$ cat config.mk
export PLATFORM = sky130hd
export DESIGN_NAME = seg7_scan_ctrl
export DESIGN_NICKNAME = d
export VERILOG_FILES = /design/src/rtl/seg7_pkg.sv /design/src/rtl/seg7_decode.sv /design/src/rtl/seg7_scan_ctrl.sv
export SDC_FILE = /design/constraint.sdc
export NUM_CORES = 1
export LEC_CHECK = 0
export BUFFER_PORTS_ARGS = -buffer_cell sky130_fd_sc_hd__buf_2
export CAP_MARGIN = 0
export CORE_ASPECT_RATIO = 1.5
export CORE_MARGIN = 4
export CORE_UTILIZATION = 52
export DETAILED_ROUTE_END_ITERATION = 16
export HOLD_SLACK_MARGIN = 0.15
export PLACE_DENSITY = 0.72
export SYNTH_ARGS = -nofsm -noshare
export SYNTH_HDL_FRONTEND = slang
export SYNTH_SLANG_ARGS = --single-unit
$ cat constraint.sdc
create_clock -name clk_in -period 4.3 [get_ports clk_in]
set_input_delay 0.86 -clock clk_in [delete_from_list [all_inputs] [get_ports clk_in]]
set_output_delay 0.86 -clock clk_in [all_outputs]
set_load 0.02 [all_outputs]
$ cat src/rtl/seg7_pkg.sv
// rtl/seg7_pkg.sv - shared types, constants and helpers for the 7-segment scan controller
package seg7_pkg;

  typedef enum logic {
    BLANK = 1'b0,
    SHOW  = 1'b1
  } state_e;

  localparam logic [7:0] SEG_OFF = 8'h00;

  // Hex glyphs, bit order gfedcba, active-high
  localparam logic [6:0] GLYPH_TABLE [0:15] = '{
    7'h3F, 7'h06, 7'h5B, 7'h4F, 7'h66, 7'h6D, 7'h7D, 7'h07,
    7'h7F, 7'h6F, 7'h77, 7'h7C, 7'h39, 7'h5E, 7'h79, 7'h71
  };

  // Bits needed to count 0..v-1
  function automatic int clog2(input int v);
    int r;
    r = 0;
    while ((1 << r) < v) begin
      r = r + 1;
    end
    return r;
  endfunction

endpackage

$ cat src/rtl/seg7_decode.sv
// rtl/seg7_decode.sv - nibble to gfedcba segment decoder
module seg7_decode
  import seg7_pkg::*;
(
  input  logic [3:0] nibble_in,
  output logic [6:0] seg_out
);

  // Pure table lookup
  always_comb begin
    seg_out = GLYPH_TABLE[nibble_in];
  end

endmodule

$ cat src/rtl/seg7_scan_ctrl.sv
// rtl/seg7_scan_ctrl.sv - multiplexed multi-digit 7-segment scan controller with frame-aligned loads
module seg7_scan_ctrl
  import seg7_pkg::*;
#(
  parameter int DIGITS    = 4,
  parameter int TICK_DIV  = 8250,
  parameter int BLANK_CYC = 33
) (
  input  logic                  clk_in,
  input  logic                  reset,
  input  logic [4*DIGITS-1:0]   value_in,
  input  logic [DIGITS-1:0]     dp_in,
  input  logic                  load,
  input  logic                  zero_supp,
  output logic                  load_ack,
  output logic [7:0]            seg_out,
  output logic [DIGITS-1:0]     digit_en,
  output logic                  frame_pulse
);

  localparam int CNT_MAX = (TICK_DIV > BLANK_CYC) ? TICK_DIV : BLANK_CYC;
  localparam int CNT_W   = (clog2(CNT_MAX) < 1) ? 1 : clog2(CNT_MAX);
  localparam int IDX_W   = clog2(DIGITS);

  localparam logic [CNT_W-1:0] BLANK_LAST = CNT_W'(BLANK_CYC - 1);
  localparam logic [CNT_W-1:0] TICK_LAST  = CNT_W'(TICK_DIV - 1);
  localparam logic [IDX_W-1:0] IDX_LAST   = IDX_W'(DIGITS - 1);

  state_e                state_q, state_d;
  logic [CNT_W-1:0]      cnt_q, cnt_d;
  logic [IDX_W-1:0]      idx_q, idx_d;
  logic                  wrap;

  logic [4*DIGITS-1:0]   shadow_val_q, shadow_val_d;
  logic [DIGITS-1:0]     shadow_dp_q, shadow_dp_d;
  logic [4*DIGITS-1:0]   stage_val_q, stage_val_d;
  logic [DIGITS-1:0]     stage_dp_q, stage_dp_d;
  logic                  pending_q, pending_d;

  logic [7:0]            seg_q, seg_d;
  logic [DIGITS-1:0]     digit_en_q, digit_en_d;
  logic                  load_ack_q, load_ack_d;
  logic                  frame_pulse_q, frame_pulse_d;

  logic [3:0]            nib_sel;
  logic                  dp_sel;
  logic                  supp_sel;
  logic [DIGITS-1:0]     supp_vec;
  logic                  run_zero;
  logic [6:0]            glyph;

  // Scan state register: state, dwell counter and digit index
  always_ff @(posedge clk_in or posedge reset) begin
    if (reset) begin
      state_q <= BLANK;
      cnt_q   <= '0;
      idx_q   <= '0;
    end else begin
      state_q <= state_d;
      cnt_q   <= cnt_d;
      idx_q   <= idx_d;
    end
  end

  // Next-state: dwell BLANK_CYC in BLANK, TICK_DIV in SHOW, advance digit on leaving SHOW
  always_comb begin
    state_d = state_q;
    cnt_d   = cnt_q + 1'b1;
    idx_d   = idx_q;
    wrap    = 1'b0;
    case (state_q)
      BLANK: begin
        if (cnt_q == BLANK_LAST) begin
          state_d = SHOW;
          cnt_d   = '0;
        end
      end
      SHOW: begin
        if (cnt_q == TICK_LAST) begin
          state_d = BLANK;
          cnt_d   = '0;
          if (idx_q == IDX_LAST) begin
            idx_d = '0;
            wrap  = 1'b1;
          end else begin
            idx_d = idx_q + 1'b1;
          end
        end
      end
      default: begin
        state_d = BLANK;
        cnt_d   = '0;
      end
    endcase
  end

  // Load staging; shadow only changes at the wrap so a frame never mixes old and new values
  always_comb begin
    stage_val_d  = stage_val_q;
    stage_dp_d   = stage_dp_q;
    pending_d    = pending_q;
    shadow_val_d = shadow_val_q;
    shadow_dp_d  = shadow_dp_q;
    load_ack_d   = 1'b0;
    if (load) begin
      stage_val_d = value_in;
      stage_dp_d  = dp_in;
      pending_d   = 1'b1;
    end
    if (wrap) begin
      if (load) begin
        shadow_val_d = value_in;
        shadow_dp_d  = dp_in;
        pending_d    = 1'b0;
        load_ack_d   = 1'b1;
      end else if (pending_q) begin
        shadow_val_d = stage_val_q;
        shadow_dp_d  = stage_dp_q;
        pending_d    = 1'b0;
        load_ack_d   = 1'b1;
      end
    end
  end

  // Load datapath registers
  always_ff @(posedge clk_in or posedge reset) begin
    if (reset) begin
      stage_val_q  <= '0;
      stage_dp_q   <= '0;
      pending_q    <= 1'b0;
      shadow_val_q <= '0;
      shadow_dp_q  <= '0;
    end else begin
      stage_val_q  <= stage_val_d;
      stage_dp_q   <= stage_dp_d;
      pending_q    <= pending_d;
      shadow_val_q <= shadow_val_d;
      shadow_dp_q  <= shadow_dp_d;
    end
  end

  // Leading-zero mask: a digit is blankable when it and every digit above it are zero
  always_comb begin
    supp_vec = '0;
    run_zero = 1'b1;
    for (int k = DIGITS - 1; k >= 0; k--) begin
      run_zero    = run_zero & (shadow_val_q[4*k +: 4] == 4'h0);
      supp_vec[k] = run_zero & (k != 0);
    end
  end

  // Select nibble, dp and suppression flag of the digit about to be shown
  always_comb begin
    nib_sel  = 4'h0;
    dp_sel   = 1'b0;
    supp_sel = 1'b0;
    for (int k = 0; k < DIGITS; k++) begin
      if (idx_d == IDX_W'(k)) begin
        nib_sel  = shadow_val_q[4*k +: 4];
        dp_sel   = shadow_dp_q[k];
        supp_sel = supp_vec[k];
      end
    end
  end

  seg7_decode u_decode (
    .nibble_in (nib_sel),
    .seg_out   (glyph)
  );

  // Output decode from the next state so registered outputs change on the entering edge
  always_comb begin
    seg_d         = SEG_OFF;
    digit_en_d    = '0;
    frame_pulse_d = wrap;
    if (state_d == SHOW) begin
      digit_en_d = {{(DIGITS-1){1'b0}}, 1'b1} << idx_d;
      seg_d      = {dp_sel, (zero_supp && supp_sel) ? 7'h00 : glyph};
    end
  end

  // Registered outputs
  always_ff @(posedge clk_in or posedge reset) begin
    if (reset) begin
      seg_q         <= SEG_OFF;
      digit_en_q    <= '0;
      load_ack_q    <= 1'b0;
      frame_pulse_q <= 1'b0;
    end else begin
      seg_q         <= seg_d;
      digit_en_q    <= digit_en_d;
      load_ack_q    <= load_ack_d;
      frame_pulse_q <= frame_pulse_d;
    end
  end

  assign seg_out     = seg_q;
  assign digit_en    = digit_en_q;
  assign load_ack    = load_ack_q;
  assign frame_pulse = frame_pulse_q;

endmodule

# Word level (Yosys, flattened, before mapping)
# Memories as Yosys holds them, arrays and structs flattened.
# Index checks and enable logic that the tools add are counted.
word_totals:
  register_bits: 72
  rom_bits: 112
  in_bits: 24
  word_cells: 73
  mem_count: 1
op_classes:
  add_sub_neg: 2
  n_lt_le_gt_ge: 1
  n_eq_ne: 6
  shift: 1
  muxes: 39
  bitwise_logic: 4
  n_reduce_logical: 7
memory_table:
  columns: ["memory", "depth", "word_bits", "read_ports", "rd_ports_with_merged_regs", "wr", "line_no", "rtl"]
  rows:
  - ["(no name shown)", 16, 7, 1, 0, 0, "seg7_decode.sv:11", "seg_out = GLYPH_TABLE[nibble_in];"]
op_table:
  columns: ["op", "n"]
  rows:
  - ["$mux 16", 2]
  - ["$mux 14", 2]
  - ["$mux 4", 7]
  - ["$pmux 14 s2", 1]
  - ["$mux 7", 3]
  - ["$mux 1", 19]
  - ["$add 14x1->14 const B", 1]
  - ["$eq 14x14->1 const B", 1]
  - ["$eq 14x6->1 const B", 1]
  - ["$logic_not 4->1", 3]
  - ["$mux 8", 1]
  - ["$eq 2x2->1 const B", 3]
  - ["$mux 2", 3]
  - ["$ge 5x5->1 const B", 1]
  - ["$not 4->5", 1]
  - ["$shl 1x2->4 const A", 1]
  - ["$add 2x1->2 const B", 1]
  - ["$and 1x1->1", 2]
  - ["$eq 2x1->1 const B", 1]
  - ["$logic_not 2->1", 1]
  - ["$pmux 1 s2", 1]
  - ["$reduce_and 2->1", 1]
  - ["$reduce_bool 2->1", 1]
  - ["$logic_and 1x1->1", 1]
  - ["$not 1->1", 1]

# Depth between registers and ports, before layout
# Gate-level depths: netlist (run 1).
logic_depth:
  word_depth: 15
  depth_mapped: 13
  mapped_depth_nobuf: 13

# By module
# Synthesis (run 1) repeated with hierarchy kept, for this count alone.
hier_totals:
  hier_cells: 274
  area_unflattened_um2: 3458.3
by_module_without_submodules:
  columns: ["mod", "n_inst", "cells_each", "area_each_um2"]
  rows:
  - ["seg7_scan_ctrl", 1, 241, 3170.5]
  - ["seg7_decode", 1, 33, 287.8]

# Worst setup path before layout (run 1)
# No wires, ideal clock.
synth_path:
  path_type: "register -> register"
  from: "register cnt_q[8]"
  to: "register seg_q[0], in the netlist seg_out[0]"
  arrival_time_ps: 3141
  required_time_ps: 4196
  setup_slack_ps: 1055
  stages_incl_launch_ff: 9
  n_path_buf: 0
  path_cell_list: "dfrtp_1 -> or4_4 -> nor4_4 -> mux2i_2 -> clkinv_4 -> a32o_1 -> or2_2 -> or4_1 -> o311ai_1"
synth_between:
  elab_chain_len: 14
synth_rtl:
  columns: ["item", "line_no", "rtl"]
  rows:
  - ["start: declaration", "seg7_scan_ctrl.sv:30", "logic [CNT_W-1:0] cnt_q, cnt_d;"]
  - ["start signal: assignment", "seg7_scan_ctrl.sv:60", "cnt_q <= cnt_d;"]
  - ["$eq 14x14->1 *", "seg7_scan_ctrl.sv:79", "if (cnt_q == TICK_LAST) begin"]
  - ["$mux 2 *", "seg7_scan_ctrl.sv:79", null]
  - ["$mux 2 *", "seg7_scan_ctrl.sv:71", "case (state_q)"]
  - ["named net idx_d[0]", "seg7_scan_ctrl.sv:31", "logic [IDX_W-1:0] idx_q, idx_d;"]
  - ["$logic_not 2->1", "seg7_scan_ctrl.sv:158", "if (idx_d == IDX_W'(k)) begin"]
  - ["$mux 4 (4 in a row)", "seg7_scan_ctrl.sv:158", null]
  - ["$not 4->5 (not written as such)", "seg7_decode.sv:11", null]
  - ["$mem_v2 16x7", null, null]
  - ["$mux 7 (not written as such) (2 in a row)", "seg7_decode.sv:11", null]
  - ["$mux 7 *", "seg7_scan_ctrl.sv:178", "seg_d = {dp_sel, (zero_supp && supp_sel) ? 7'h00 : glyph};"]
  - ["$mux 8 *", "seg7_scan_ctrl.sv:176", "if (state_d == SHOW) begin"]
  - ["named net seg_d[0]", "seg7_scan_ctrl.sv:40", "logic [7:0] seg_q, seg_d;"]
  - ["end signal: assignment", "seg7_scan_ctrl.sv:190", "seg_q <= seg_d;"]
  - ["end: declaration", "seg7_scan_ctrl.sv:40", null]
# The timed path passes the listed nets; every way through them passes the cells marked *. The select of a mux whose other input is x is not followed.
# A chain may end at the register's enable or synchronous reset.

# Worst setup path in the final report (run 1)
# Ends and elaborated chain as after synthesis.

==> results.tsv, run 1 <==
stage	metric	value	unit
outcome	run status	finished clean	
timing	Setup TNS	0	ps
timing	Least-Margin Pin Slew	1050	ps
synthesis	Synth cell types	52	
placed_design	RePlAce Congestion	0.845	
timing	fin. max-slew vios	0	
synthesis	average cell area after synthesis	12.7	um^2
critical_path	worst endpoint data arrival time	3770	ps
hold_path	hold path cells	1	
detailed_routing	wirelength, routed	6.33	mm
timing	Hold Fails Final Rpt	0	
clock_network	H-tree Lvls	3	
die	die height	106	um
global_routing	Total GRT Usage	17.9	%
critical_path	crit path buf inv count	1	
critical_path	Worst path top cell family by delay	simple AND/OR/NAND/NOR gates	
synthesis	post-synth top area cell	dfrtp_1	
detailed_routing	DRT antenna net count	0	
synthesis	Post-Syn Area	0.00334	mm^2
global_routing	GRT overflow	0	
die	I/O pin count	38	
synthesis	Post-synth ARST share	100	%
synthesis	EDFF count, synth	0	
detailed_routing	drt initial violations	91	
critical_path	Setup crit start kind	flop	
hold_path	Hold WC Path Type	reg2reg	
timing	Worst Skew	11.0	ps
clock_network	TritonCTS Buffers	9	
critical_path	CP Depth	8	
global_routing	largest net degree at the start of global routing	46	
clock_network	Reg clk slew, reported paths	70	ps
clock_network	Root Driver	clkbuf_8	
synthesis	sequential fraction of the synthesis area	53.9	%
cells_and_area	commonest non-fill, non-tap cell in the layout	dfrtp_1	
global_routing	first-pass GRT wire length	10.7	mm
timing	post-layout minimum cycle time	3540	ps
clock_network	clk_lat worst skew	330	ps
clock_network	clock tree from TritonCTS	built	
pwr	Switch Pwr	0.276	mW
global_routing	vias in the first global route	2244	
timing	endpoints failing setup	0	
clock_network	CTS Buffer Depth	2	
die	CORE AREA	0.00617	mm^2
die	Die X	73.4	um
pwr	internal power	1.12	mW
pwr	VDD IR max	235	uV
critical_path	critical-path cell list	or4_4 -> nor4_4 -> mux2i_2 -> clkinv_4 -> a32o_1 -> or2_2 -> or4_1 -> o311ai_1	
detailed_routing	number of remaining DRC errors	0	
pwr	Total Power	1.40	mW
die	Initial Util	54.1	%
detailed_routing	DR WL/cell	16.4	um
pwr	sequential fraction of design power	50.1	%
synthesis	Synth Flop Type	dfrtp_1	
cells_and_area	non-filler cells, final	386	
synthesis	Warnings, synthesis	0	
flow_run	max cap viols	0	
synthesis	flops & latches, synth	72	
synthesis	synthesized instance count	264	
critical_path	Setup CP Type	reg2reg	
placed_design	HPWL after DPL	4.69	mm
critical_path	Setup crit end kind	flop	
critical_path	CP max stage delay	600	ps
clock_network	Post-CTS Setup Inserts	0	
cells_and_area	Layout Nets	341	
pwr	Sw Ratio	19.7	%
detailed_routing	DR vias/cell	5.62	
global_routing	antenna violations before repair	0	
cells_and_area	Antenna Cells	0	
die	row cnt	35	
timing	Final Cycle Share	82.4	%
synthesis	share of the synthesized area in the top cell type	53.9	%
critical_path	R2R cell count	8	
clock_network	cts hold-fix bufs	0	
detailed_routing	DRT Pass-1 Iters	4	
timing	slew margin rel.	29.8	%
clock_network	CTS Sinks	72	
synthesis	syn_nets	298	
placed_design	placed cells	370	
cells_and_area	fin util	62.3	%
pwr	leakage	1.86	nW
placed_design	Port Buffers	37	
cells_and_area	Area growth syn-to-layout	15.1	%
timing	RSZ-0062 raised after global routing	false	
pwr	power per cell area	363	mW/mm^2
synthesis	largest cells by area after synthesis	dfrtp_1, mux2_2, ha_1, mux2i_1, nor2_1	
clock_network	Resized Gates After CTS	0	
critical_path	Worst Path Max Fanout	7	
cells_and_area	layout cells sized above 1	36.9	%
critical_path	Required @ worst endpoint	4530	ps
pwr	Logic pwr share	3.8	%
detailed_routing	via count	2171	
cells_and_area	most frequent cells in the layout	dfrtp_1, mux2_2, buf_2	
pwr	clock power share	46.1	%
die	die area	0.00780	mm^2
critical_path	Worst path slowest cell	or4_4	
timing	fmax	282	MHz
-- synth_stat cells (2+ instances only) --
| master | n |
|---|---|
| clkbuf_1 | 3 |
| nand4_1 | 2 |
| ha_1 | 10 |
| nor3_1 | 2 |
| and3_2 | 2 |
| a21oi_1 | 2 |
| inv_1 | 9 |
| o21ai_0 | 5 |
| and4_2 | 2 |
| or3_1 | 2 |
| mux2_2 | 42 |
| or4_4 | 2 |
| mux2i_1 | 9 |
| dfrtp_1 | 72 |
| nand2_1 | 10 |
| a221oi_1 | 4 |
| and3_1 | 5 |
| nand3_1 | 11 |
| a21o_2 | 2 |
| nor4_1 | 5 |
| or2_2 | 2 |
| xor2_1 | 5 |
| buf_1 | 2 |
| nor2_1 | 20 |
| xnor2_1 | 7 |
-- logic make-up after synthesis --
kind of cell	share of synthesized area, %
AO/OA/AOI/OAI	6.33
multiplexers	17.3
XOR/XNOR	3.15
adder cells (fa/ha/maj)	3.75
buffers and inverters	2.17
flip-flops	53.9
AND/OR/NAND/NOR	13.4
-- power groups by stage --
stage          combinational [mW]  sequential [mW]  clock (mW)
2_1_floorplan              0.0359            0.711           0
3_3_place_gp               0.0548            0.712           0
3_5_place_dp               0.0561            0.713           0
4_1_cts                    0.0562            0.700       0.657
5_1_grt                    0.0614            0.701       0.692
6_report                   0.0538            0.700       0.644
-- state kept, by name, summed over array words and instances (netlist names) --
name / cells
frame_pulse: 1
digit_en: 4
stage_val_q: 16
idx_q: 2
stage_dp_q: 4
seg_out: 8
load_ack: 1
shadow_dp_q: 4
pending_q: 1
state_q: 1
shadow_val_q: 16
cnt_q: 14
-- worst register-to-register path: cells and delay by family (launching register included) --
kind | cells | cell delay [ps]
AND/OR/NAND/NOR | 4 | 1910
AO/OA/AOI/OAI | 2 | 420
multiplexers | 1 | 510
flip-flops | 1 | 440
buffers and inverters | 1 | 160
-- layout make-up --
class	instances	area [um^2]
sequential	72	1800
timing repair buffer	38	193
tap	74	92.6
multi-input combinational	176	1470
clock inverter	5	104
fill	481	2330
clock buffer	11	141
inverter	10	42.5
-- path summary, 6_finish.rpt --
kind	from	to	slack, ps
max in group asynchronous	reset	shadow_val_q[13]$_DFFE_PP0P_	2670
worst max register to register	cnt_q[8]$_DFF_PP0_	seg_out[0]$_DFF_PP0_	760
worst max-delay path	cnt_q[8]$_DFF_PP0_	seg_out[0]$_DFF_PP0_	760
min in group asynchronous	reset	cnt_q[1]$_DFF_PP0_	720
worst min register to register	stage_val_q[14]$_DFFE_PP0P_	stage_val_q[14]$_DFFE_PP0P_	500
worst min-delay path	stage_val_q[14]$_DFFE_PP0P_	stage_val_q[14]$_DFFE_PP0P_	500
-- metrics by stage --
stage	worst slack, ps	hold WS, ps	cell area (um^2)
3_3_place_gp	828	481	3600
4_1_cts	734	502	3840
6_report	757	498	3840
3_5_place_dp	742	485	3600
2_1_floorplan	1050	455	3340
5_1_grt	556	511	3840
-- routing by layer --
layer,up-vias,part of all wire (%),track usage [%]
met5,-,0,0
met1,1092,41,21.5
li1,1041,-,-
met4,0,2.2,6.48
met3,10,2.5,4.26
met2,28,54,30.5
Power figures use the tool's default switching activity.
==> run 2: changes to the inputs <==
Settings changed: PLACE_DENSITY 0.72 to 0.75.
Clock period 4.3 ns to 2.89 ns, I/O delays scaled along.
==> results.tsv, run 2 (same netlist as run 1, synthesis figures left out) <==
stage	metric	value	unit	change
detailed_routing	DR vias/cell	5.68		+0.90%
timing	fin. max-slew vios	0		unchanged
placed_design	placed cells	407		+10%
cells_and_area	commonest non-fill, non-tap cell in the layout	dfrtp_1		
die	row cnt	35		unchanged
cells_and_area	layout cells sized above 1	50.7	%	+14 points
cells_and_area	non-filler cells, final	431		+12%
timing	hold slack	265	ps	-232 ps
detailed_routing	DR WL/cell	17.5	um	+6.6%
placed_design	DP Area	0.00392	mm^2	+8.9%
detailed_routing	drt initial violations	125		+37%
timing	fmax	328	MHz	+16%
detailed_routing	via count	2446		+13%
flow_run	max cap viols	0		unchanged
timing	Worst Skew	10.1	ps	-0.978 ps
cells_and_area	Layout Nets	386		+13%
timing	post-layout minimum cycle time	3050	ps	-496 ps
pwr	power per cell area	464	mW/mm^2	+28%
die	Initial Util	54.1	%	unchanged
global_routing	Total GRT Usage	21.0	%	+3.1 points
cells_and_area	Fill cells	414		-14%
pwr	leakage	2.10	nW	+13%
global_routing	GRT overflow	0		unchanged
timing	Setup WS post-layout	-157	ps	-914 ps
critical_path	critical-path cell list	or4_4 -> nor4_4 -> mux2i_4 -> clkinv_4 -> a32o_2 -> or2_4 -> or4_1 -> o311ai_1		
clock_network	TritonCTS Buffers	9		unchanged
clock_network	H-tree Lvls	3		unchanged
placed_design	Port Buffers	37		unchanged
global_routing	antenna violations before repair	0		unchanged
critical_path	R2R cell count	8		unchanged
critical_path	Setup CP Type	reg2reg		
global_routing	largest net degree at the start of global routing	50		+8.7%
critical_path	R2R setup slack	-160	ps	-910 ps
cells_and_area	Area growth syn-to-layout	29.7	%	
placed_design	RePlAce Congestion	0.854		+1.0%
die	die area	0.00780	mm^2	unchanged
timing	RSZ-0062 raised after global routing	true		
critical_path	Setup crit start	cnt_q[9]$_DFF_PP0_		
placed_design	HPWL after DPL	5.29	mm	+13%
hold_path	Hold WC Path Type	in2async		
clock_network	clk_lat worst skew	340	ps	about the same
critical_path	Worst path slowest cell	or4_4		
global_routing	first-pass GRT wire length	12.5	mm	+17%
die	CORE AREA	0.00617	mm^2	unchanged
timing	Setup TNS	-701	ps	-701 ps
critical_path	Setup crit start kind	flop		
pwr	VDD IR max	441	uV	+87%
cells_and_area	Largest regs	shadow_val_q: 16 flops, stage_val_q: 16 flops, cnt_q: 14 flops		
clock_network	clock tree from TritonCTS	built		
critical_path	Required @ worst endpoint	3130	ps	-1400 ps
outcome	run status	finished, violations left		
critical_path	worst endpoint data arrival time	3290	ps	-480 ps
clock_network	Reg clk slew, reported paths	80	ps	about the same
global_routing	vias in the first global route	2663		+19%
critical_path	Worst Path Max Fanout	5		-2
critical_path	CP max stage delay	570	ps	-30 ps
clock_network	CTS Buffer Depth	2		unchanged
timing	Hold Fails Final Rpt	0		unchanged
critical_path	Setup crit end kind	flop		
cells_and_area	Antenna Cells	0		unchanged
die	Die X	73.4	um	unchanged
detailed_routing	number of remaining DRC errors	0		unchanged
clock_network	CTS Sinks	72		unchanged
outcome	failing checks	negative setup slack		
die	I/O pin count	38		unchanged
critical_path	CP Capture Point	seg_out[0]$_DFF_PP0_		
critical_path	reg-to-reg endpoint	seg_out[0]$_DFF_PP0_		
clock_network	cts hold-fix bufs	0		unchanged
detailed_routing	DRT Pass-1 Iters	5		+1
timing	Final Cycle Share	105	%	+23 points
timing	endpoints failing setup	6		+6
die	die height	106	um	unchanged
cells_and_area	most frequent cells in the layout	dfrtp_1, buf_4, mux2_2		
cells_and_area	Non-Filler Cell Area, Final	0.00433	mm^2	+13%
detailed_routing	wirelength, routed	7.53	mm	+19%
clock_network	Root Driver	clkbuf_8		
critical_path	Crit Reg-Reg Startpoint	cnt_q[9]$_DFF_PP0_		
timing	slew margin rel.	25.4	%	-4.4 points
detailed_routing	DRT antenna net count	0		unchanged
placed_design	pre-CTS setup slack	-153	ps	-896 ps
timing	Least-Margin Pin Slew	1120	ps	+65.9 ps
-- run 2: cell type report --
| cell class | instances | area [um^2] | share of cell area [%] |
|---|---|---|---|
| well taps | 74 | 92.6 | 2.14 |
| inverters | 10 | 47.5 | 1.10 |
| flip-flops and latches | 72 | 1800 | 41.6 |
| clock buffers | 9 | 124 | 2.86 |
| repair buffers | 83 | 554 | 12.8 |
| clock inverters | 7 | 103 | 2.37 |
| multi-input cells | 176 | 1610 | 37.2 |
-- run 2: worst min path at each step --
stage | endpoint | from | cells past startpoint | slack, ps
detailed placement | stage_val_q[12]$_DFFE_PP0P_ | stage_val_q[12]$_DFFE_PP0P_ | 1 | 480
global placement | stage_val_q[14]$_DFFE_PP0P_ | stage_val_q[14]$_DFFE_PP0P_ | 1 | 480
floorplan | pending_q$_DFF_PP0_ | pending_q$_DFF_PP0_ | 2 | 460
global route | cnt_q[4]$_DFF_PP0_ | reset | 2 | 310
finish | cnt_q[4]$_DFF_PP0_ | reset | 2 | 270
CTS | cnt_q[4]$_DFF_PP0_ | reset | 2 | 280
-- run 2: metal layers --
layer | up-vias | track usage [%] | routed length, um
met1 | 1218 | 22.2 | 2760
met3 | 28 | 4.35 | 289
met2 | 69 | 38.2 | 4210
li1 | 1131 | - | -
met4 | 0 | 9.72 | 269
met5 | - | 0 | 0
-- run 2: power by group --
group          switching (mW)  internal, mW  total (mW)
Clock                   0.391         0.494       0.885
Sequential            0.00668          1.03        1.04
Combinational          0.0439        0.0403      0.0842
Total                   0.441          1.57        2.01
-- run 2: worst max-delay path, delay by kind of cell (launching register included) --
kind	cells	cell delay, ps
simple gates	4	1700
buf+inv	1	110
flops	1	400
mux	1	340
compound gates	2	380
-- run 2: per-stage QoR --
stage / power, mW / util, %
final: 2.01 / 70.2
after global routing: 2.09 / 70.2
after CTS: 2.03 / 69.1
after detailed placement: 1.15 / 63.5
after global placement: 1.14 / 63.5
after floorplan: 1.11 / -
-- run 2: repair_timing --
item | in CTS | in global routing
setup buffers | 4 | 4
setup endpoints to repair | 7 | 7
resized for setup | 19 | 7
pin swaps | 7 | 8
==> run 3: changes to the inputs <==
Settings changed: CELL_PAD_IN_SITES_DETAIL_PLACEMENT from default to 2, CELL_PAD_IN_SITES_GLOBAL_PLACEMENT from default to 2, CORE_UTILIZATION 52 to 36, PLACE_DENSITY 0.75 to default, PLACE_DENSITY_LB_ADDON from default to 0.1.
==> results.tsv, run 3 (same netlist as run 1, synthesis figures left out) <==
stage	metric	value	unit	change
cells_and_area	layout cells sized above 1	51.4	%	+0.69 points
cells_and_area	Area growth syn-to-layout	34.3	%	
pwr	Switch Pwr	0.468	mW	+6.1%
clock_network	Root Driver	clkbuf_16		
critical_path	CP Capture Point	seg_out[0]$_DFF_PP0_		
cells_and_area	commonest non-fill, non-tap cell in the layout	dfrtp_1		
cells_and_area	Layout Nets	389		+0.78%
cells_and_area	Fill cells	880		+110%
critical_path	R2R setup slack	-260	ps	-100 ps
global_routing	GRT overflow	0		unchanged
detailed_routing	drt initial violations	90		-28%
detailed_routing	wirelength, routed	9.33	mm	+24%
detailed_routing	DRT Pass-1 Iters	4		-1
clock_network	Reg clk slew, reported paths	60	ps	-20 ps
placed_design	RePlAce Congestion	0.821		-3.8%
pwr	leakage	2.16	nW	+2.6%
critical_path	Worst path slowest cell	or4_4		
critical_path	R2R cell count	9		+1
timing	RSZ-0062 raised after global routing	true		
placed_design	HPWL after DPL	6.34	mm	+20%
hold_path	Hold WC Path Type	in2async		
clock_network	cts hold-fix bufs	0		unchanged
critical_path	Setup crit end kind	flop		
flow_run	max cap viols	0		unchanged
clock_network	clock tree from TritonCTS	built		
detailed_routing	number of remaining DRC errors	0		unchanged
pwr	internal power	1.90	mW	+21%
critical_path	Setup CP Type	reg2reg		
timing	Final Cycle Share	109	%	+3.4 points
critical_path	Crit Reg-Reg Startpoint	cnt_q[10]$_DFF_PP0_		
cells_and_area	Largest regs	shadow_val_q: 16 flops, stage_val_q: 16 flops, cnt_q: 14 flops		
clock_network	CTS Buffer Depth	2		unchanged
die	CORE AREA	0.00893	mm^2	+45%
timing	Setup WS post-layout	-256	ps	-99.4 ps
timing	Setup TNS	-897	ps	-196 ps
die	Initial Util	37.4	%	-17 points
critical_path	Required @ worst endpoint	3110	ps	-20 ps
die	die area	0.0109	mm^2	+40%
timing	Least-Margin Pin Slew	1110	ps	-5.08 ps
pwr	clock power share	52.3	%	+8.3 points
critical_path	reg-to-reg endpoint	seg_out[0]$_DFF_PP0_		
global_routing	vias in the first global route	2842		+6.7%
global_routing	antenna violations before repair	0		unchanged
cells_and_area	fin util	50.2	%	-20 points
timing	Hold Fails Final Rpt	0		unchanged
pwr	Sw Ratio	19.8	%	-2.2 points
critical_path	Setup crit start kind	flop		
detailed_routing	DRT antenna net count	0		unchanged
pwr	sequential fraction of design power	44.0	%	-7.8 points
detailed_routing	DR WL/cell	19.9	um	+14%
critical_path	CP max stage delay	570	ps	about the same
global_routing	first-pass GRT wire length	15.2	mm	+21%
pwr	Logic pwr share	3.7	%	-0.5 points
global_routing	Total GRT Usage	18.3	%	-2.6 points
outcome	run status	finished, violations left		
timing	hold slack	333	ps	+67.7 ps
timing	endpoints failing setup	7		+1
timing	fin. max-slew vios	0		unchanged
clock_network	TritonCTS Buffers	9		unchanged
timing	fmax	318	MHz	-3.2%
clock_network	H-tree Lvls	3		unchanged
pwr	VDD IR max	345	uV	-22%
critical_path	critical-path cell list	or4_4 -> o41a_1 -> nor2_8 -> inv_2 -> mux2i_1 -> mux2_4 -> ha_2 -> or4_1 -> o311ai_1		
die	row cnt	42		+20%
cells_and_area	Antenna Cells	0		unchanged
critical_path	Setup crit start	cnt_q[10]$_DFF_PP0_		
pwr	power per cell area	528	mW/mm^2	+14%
timing	slew margin rel.	25.8	%	+0.34 points
global_routing	largest net degree at the start of global routing	73		+46%
critical_path	worst endpoint data arrival time	3370	ps	+80 ps
detailed_routing	DR vias/cell	5.22		-8.0%
placed_design	Port Buffers	37		unchanged
die	I/O pin count	38		unchanged
clock_network	CTS Sinks	72		unchanged
critical_path	Worst Path Max Fanout	5		unchanged
outcome	failing checks	negative setup slack		
timing	Worst Skew	6.47	ps	-3.59 ps
cells_and_area	most frequent cells in the layout	dfrtp_1, buf_4, mux2_2		
die	Die X	86.7	um	+18%
timing	post-layout minimum cycle time	3150	ps	+99.4 ps
die	die height	126	um	+19%
clock_network	clk_lat worst skew	330	ps	about the same
detailed_routing	via count	2453		+0.29%
[run 3: cell count changes in the layout (fill, tap and decap cells not counted), sizes merged]
cell      before  now
buf           83   86
clkbuf         9   12
clkinv         3    1
clkinvlp       1    2
inv           11    9
[run 3: critical path: cells and delay by family (launching register included)]
| family | cells | cell delay (ps) |
|---|---|---|
| buffers and inverters | 1 | 70 |
| multiplexers | 2 | 410 |
| AO/OA/AOI/OAI | 2 | 650 |
| AND/OR/NAND/NOR | 3 | 1330 |
| flip-flops | 1 | 380 |
| adder cells (fa/ha/maj) | 1 | 200 |
[run 3: power by group through the flow]
stage / registers (mW) / clock network (mW) / logic [mW]
global route: 1.05 / 1.32 / 0.0991
CTS: 1.04 / 1.26 / 0.0907
floorplan: 1.06 / 0 / 0.0534
global placement: 1.06 / 0 / 0.0865
detailed placement: 1.06 / 0 / 0.0890
finish: 1.04 / 1.24 / 0.0869
[run 3: area by class of cell]
cell class | count | area (um^2) | share of cell area [%]
multi-input cells | 176 | 1590 | 35.5
flip-flops and latches | 72 | 1800 | 40.1
inverters | 10 | 45.0 | 1.00
clock inverters | 4 | 75.1 | 1.67
clock buffers | 12 | 267 | 5.94
well taps | 110 | 138 | 3.07
repair buffers | 86 | 569 | 12.7
[run 3: layer usage]
metal | vias up | wire length (um) | GRT usage (%)
met4 | 0 | 176 | 6.97
li1 | 1133 | - | -
met3 | 13 | 143 | 2.81
met5 | - | 0 | 0
met1 | 1277 | 3620 | 20.5
met2 | 30 | 5390 | 34.0
[run 3: what timing repair did]
action	in CTS	in global routing
endpoints found under the setup margin	7	7
resized for setup	20	1
pin swaps	11	9
setup buffers	6	6
[run 3: metrics by stage]
| step | cell area, um^2 | setup slack (ps) | std cells | total power, mW |
|---|---|---|---|---|
| 6_report | 4490 | -256 | 470 | 2.37 |
| 3_5_place_dp | 3960 | -309 | 442 | 1.15 |
| 3_3_place_gp | 3960 | -142 | 442 | 1.15 |
| 5_1_grt | 4490 | -325 | 470 | 2.47 |
| 2_1_floorplan | 3370 | -222 | 264 | 1.11 |
| 4_1_cts | 4440 | -192 | 464 | 2.40 |
[run 3: worst min-delay path by stage]
stage | startpoint | end | slack, ps | cells past startpoint
after floorplan | pending_q$_DFF_PP0_ | pending_q$_DFF_PP0_ | 460 | 2
after global placement | stage_dp_q[0]$_DFFE_PP0P_ | stage_dp_q[0]$_DFFE_PP0P_ | 480 | 1
final | reset | frame_pulse$_DFF_PP0_ | 330 | 3
after global routing | reset | cnt_q[8]$_DFF_PP0_ | 370 | 3
after CTS | reset | frame_pulse$_DFF_PP0_ | 350 | 3
after detailed placement | stage_dp_q[0]$_DFFE_PP0P_ | stage_dp_q[0]$_DFFE_PP0P_ | 490 | 1
